## src/rtl/uart_rx_tx_fifo.sv

```systemverilog
// Byte FIFO between the UART receiver and transmitter handshakes.
// The head byte is visible on tx_data_o as soon as it is written (first-word fall-through).
module uart_rx_tx_fifo #(
  parameter int DEPTH  = 16,
  parameter int ADDR_W = 4
) (
  input  logic              clk,
  input  logic              reset,
  input  logic              flush_i,
  input  logic [7:0]        rx_data_i,
  input  logic              rx_ready_i,
  output logic              rx_ack_o,
  output logic [7:0]        tx_data_o,
  output logic              tx_ready_o,
  input  logic              tx_ack_i,
  output logic [ADDR_W:0]   level_o,
  output logic              empty_o,
  output logic              full_o
);

  logic [7:0]      mem [DEPTH];
  logic [ADDR_W:0] wr_ptr;
  logic [ADDR_W:0] rd_ptr;

  assign empty_o = (wr_ptr == rd_ptr);
  assign full_o  = (wr_ptr[ADDR_W] != rd_ptr[ADDR_W]) &&
                   (wr_ptr[ADDR_W-1:0] == rd_ptr[ADDR_W-1:0]);
  assign level_o = wr_ptr - rd_ptr;

  // Gating with reset keeps both handshakes quiet while reset is held,
  // even though full_o reads 0 at that time.
  assign rx_ack_o   = reset & rx_ready_i & ~full_o  & ~flush_i;
  assign tx_ready_o = reset & tx_ack_i   & ~empty_o & ~flush_i;
  assign tx_data_o  = empty_o ? 8'h00 : mem[rd_ptr[ADDR_W-1:0]];

  always_ff @(posedge clk or negedge reset) begin
    if (!reset) begin
      wr_ptr <= '0;
      rd_ptr <= '0;
    end else if (flush_i) begin
      wr_ptr <= '0;
      rd_ptr <= '0;
    end else begin
      if (rx_ack_o)   wr_ptr <= wr_ptr + 1'b1;
      if (tx_ready_o) rd_ptr <= rd_ptr + 1'b1;
    end
  end

  always_ff @(posedge clk) begin
    if (rx_ack_o) mem[wr_ptr[ADDR_W-1:0]] <= rx_data_i;
  end

endmodule

```

## config.mk

```make
export PLATFORM = sky130hd
export DESIGN_NAME = uart_rx_tx_fifo
export DESIGN_NICKNAME = d
export VERILOG_FILES = /design/src/rtl/uart_rx_tx_fifo.sv
export SDC_FILE = /design/constraint.sdc
export NUM_CORES = 1
export LEC_CHECK = 0
export ABC_AREA = 1
export CORE_AREA = 2 2 116 118
export DETAILED_ROUTE_END_ITERATION = 8
export DIE_AREA = 0 0 118 120
export PLACE_DENSITY = 0.71
export SLEW_MARGIN = 20
export SYNTH_ARGS = -nofsm -noshare
export SYNTH_HDL_FRONTEND = slang
export SYNTH_SLANG_ARGS = --single-unit
```

## constraint.sdc

```tcl
create_clock -name clk -period 2.4 [get_ports clk]
set_input_delay 0.6 -clock clk [delete_from_list [all_inputs] [get_ports clk]]
set_output_delay 0.6 -clock clk [all_outputs]
set_load 0.02 [all_outputs]
```

==> flow_metrics.tcl <==
set metrics [dict create \
    cp.arrival_ns 2.03 \
    finalCritPeriodShare_pct 110 \
    critical_path_class "reg2out" \
    ios 30 \
    root_buffer "clkbuf_16" \
    drive_gt1_share_pct 24.2 \
    finalSetupTns_ns -2.22 \
    slowest_delay_ns 0.43 \
    fmax_ghz 0.380 \
    hold_ws_ns 0.501 \
    status "complete, but fails checks" \
    seq_area_frac_synth_pct 64.2 \
    cts_tree "done" \
    critPathMaxFanout 4 \
    ys_warn_count 0 \
    final.setup.worst_slack_ns -0.232 \
    final-hold-violation-count 0 \
    grt_pass1_wl_mm 24.3 \
    globalplace.congestion 0.860 \
    min_period_ns 2.63 \
    ctsLongestPathBuffers 2 \
    hold_path.class "in2async" \
    nets 770 \
    drt_wl_total_mm 15.7 \
    crit_required_ns 1.80 \
    power_density_nw_per_um2 709 \
    worst_pin_slew_ns 0.811 \
    start_util_pct 49.1 \
    syn_avg_cell_area_um2 9.82 \
    startpoint_type "flip-flop" \
    antenna_left 0 \
    synthesis.area_um2 6370 \
    antenna_found_initial 0 \
    numCtsBuffers 17 \
    slew_headroom_pct 45.8 \
    core_area_um2 13000 \
    violations "negative setup slack" \
    dpl.hpwl_mm 9.88 \
    p_leak_nw 3.60 \
    cts.htree.levels 4 \
    synth_area_leaders "edfxtp_1 (60%), nand2_1 (14%), nand3_1 (5.9%)" \
    synth_seq_cells 138 \
    numPlacedInstances 894 \
    fillers 1017 \
    cp_cell_sequence "buf_6 > ha_4 > inv_2 > fa_2 > nand3_2 > nand2_2 > xnor2_1 > buf_4" \
    post_drt_wl_per_cell_um 16.8 \
    insertion_delay_ns 0.42 \
    netlist_instances 649 \
    grt_start_max_net_pins 38 \
    maxCapViolations 0 \
    synth_top_cell_by_area "edfxtp_1" \
    num_rows 42 \
    fin_skew_ns 0.00746 \
    cts.sinks 138 \
    drc 0 \
    first_iter_violations 436 \
    setup_viol 16 \
    critPathSlowestCell "dfrtp_2" \
    grt-ovfl-total 0 \
    synthDominantCellAreaShare_pct 60.3 \
    dieArea_um2 14200 \
    synth.net_count 672 \
    grt_pass1_vias 4745 \
    fp.dieW_um 118 \
    portBuffers 29 \
    via_per_inst 5.15 \
    dp_slack_ns -0.363 \
    dieHeight_um 120 \
    fin_cells 936 \
    grt_usage_pct 22.6 \
    diodes 0 \
    fin_util_pct 63.4 \
    dr.pass1.iters 5 \
    vdd_drop_max_mv 0.432 \
    rsz0062_at_grt "yes" \
    yosysUniqueCellTypes 26 \
    endpoint_kind "output pin" \
    synthToLayoutAreaGrowth_pct 29.1 \
    slew_viol_final 0 \
    via_count 4824 \
    path_clk_slew_ns 0.06 \
]
-- worst paths after layout --
path,slack (ns),cells past startpoint,end,start
worst max-delay path,-0.23,8,level_o[4],rd_ptr[0]
worst min register to register,0.63,2,rd_ptr[4],rd_ptr[4]
max in group asynchronous,1.58,3,rd_ptr[0],reset
worst min-delay path,0.50,2,wr_ptr[1],reset
min in group clk,0.63,2,rd_ptr[4],rd_ptr[4]
worst max register to register,0.14,10,mem[7][1],rd_ptr[0]
-- cell families after synthesis --
| group | count (synthesis) | synth area share (%) |
|---|---|---|
| adder cells (fa/ha/maj) | 10 | 2.08 |
| AND/OR/NAND/NOR | 349 | 22.9 |
| XOR/XNOR | 8 | 1.22 |
| buffers and inverters | 128 | 8.26 |
| flip-flops | 138 | 64.2 |
| AO/OA/AOI/OAI | 16 | 1.26 |
-- where the power goes --
group / internal, mW / switching [mW]
logic: 0.227 / 0.323
clock network: 1.63 / 1.00
registers: 2.64 / 0.00683
total: 4.50 / 1.33
-- flip-flops by register name (all words and copies together), names as in the netlist --
name and cells:
mem 128, rd_ptr 5, wr_ptr 5
-- placed cells by master (no fill, tap or decap), types with 8 or more instances in the layout --
cell | synthesis | routed
a21oi_2 | 0 | 8
nor2_1 | 20 | 17
nand2_2 | 6 | 18
clkdlybuf4s50_1 | 0 | 12
nand2_1 | 239 | 223
inv_2 | 7 | 11
nand3_1 | 75 | 68
dfrtp_1 | 10 | 9
buf_4 | 5 | 65
clkbuf_16 | 0 | 18
inv_1 | 98 | 91
buf_6 | 2 | 17
edfxtp_1 | 128 | 128
-- layout make-up --
cell class                      instances  area (um^2)  share of cell area (%)
Sequential cell                       138         4100                    49.8
Clock inverter                         15          175                    2.13
Timing Repair inverter                  1         6.26                  0.0761
Multi-Input combinational cell        383         1930                    23.5
Timing Repair Buffer                  101          952                    11.6
Tap cell                              176          220                    2.68
Inverter                              105          422                    5.13
Clock buffer                           17          425                    5.17
-- routing by layer --
metal	share of wire (%)	GRT usage, %
met1	41	29.5
met2	48	36.8
met3	8.4	4.61
met4	2.7	9.79
met5	0	0
-- through the flow --
stage                     total power [mW]  area [um^2]
final                                 5.83         8230
after global routing                  5.97         8230
after CTS                             5.79         8050
after detailed placement              3.14         7260
after global placement                3.13         7260
after floorplan                       2.91         6370
-- worst max-delay path, delay by kind of cell, from the launching register on --
kind          cells  cell delay, ns
fa+ha+maj         2            0.49
flops             1            0.43
buf+inv           3            0.37
xor+xnor          1            0.17
simple gates      2            0.15
-- timing repair --
item	in CTS	in global routing
resized for setup	128	40
pin swaps	10	16
setup endpoints to repair	32	32
hold buffers	0	0
setup buffers	4	3
cloned	2	1
-- synthesized netlist by cell type (all sizes together) --
| master | instances |
|---|---|
| xnor2 | 1 |
| nand2 | 245 |
| nand3 | 76 |
| nand4 | 1 |
| buf | 17 |
| a21oi | 10 |
| inv | 105 |
| o21ai | 6 |
| fa | 1 |
| edfxtp | 128 |
| nand3b | 2 |
| nor3 | 2 |
| xor2 | 7 |
| ha | 9 |
| dfrtp | 10 |
| clkbuf | 6 |
| nor2 | 23 |
No activity file was read; power rests on OpenSTA's default activity.
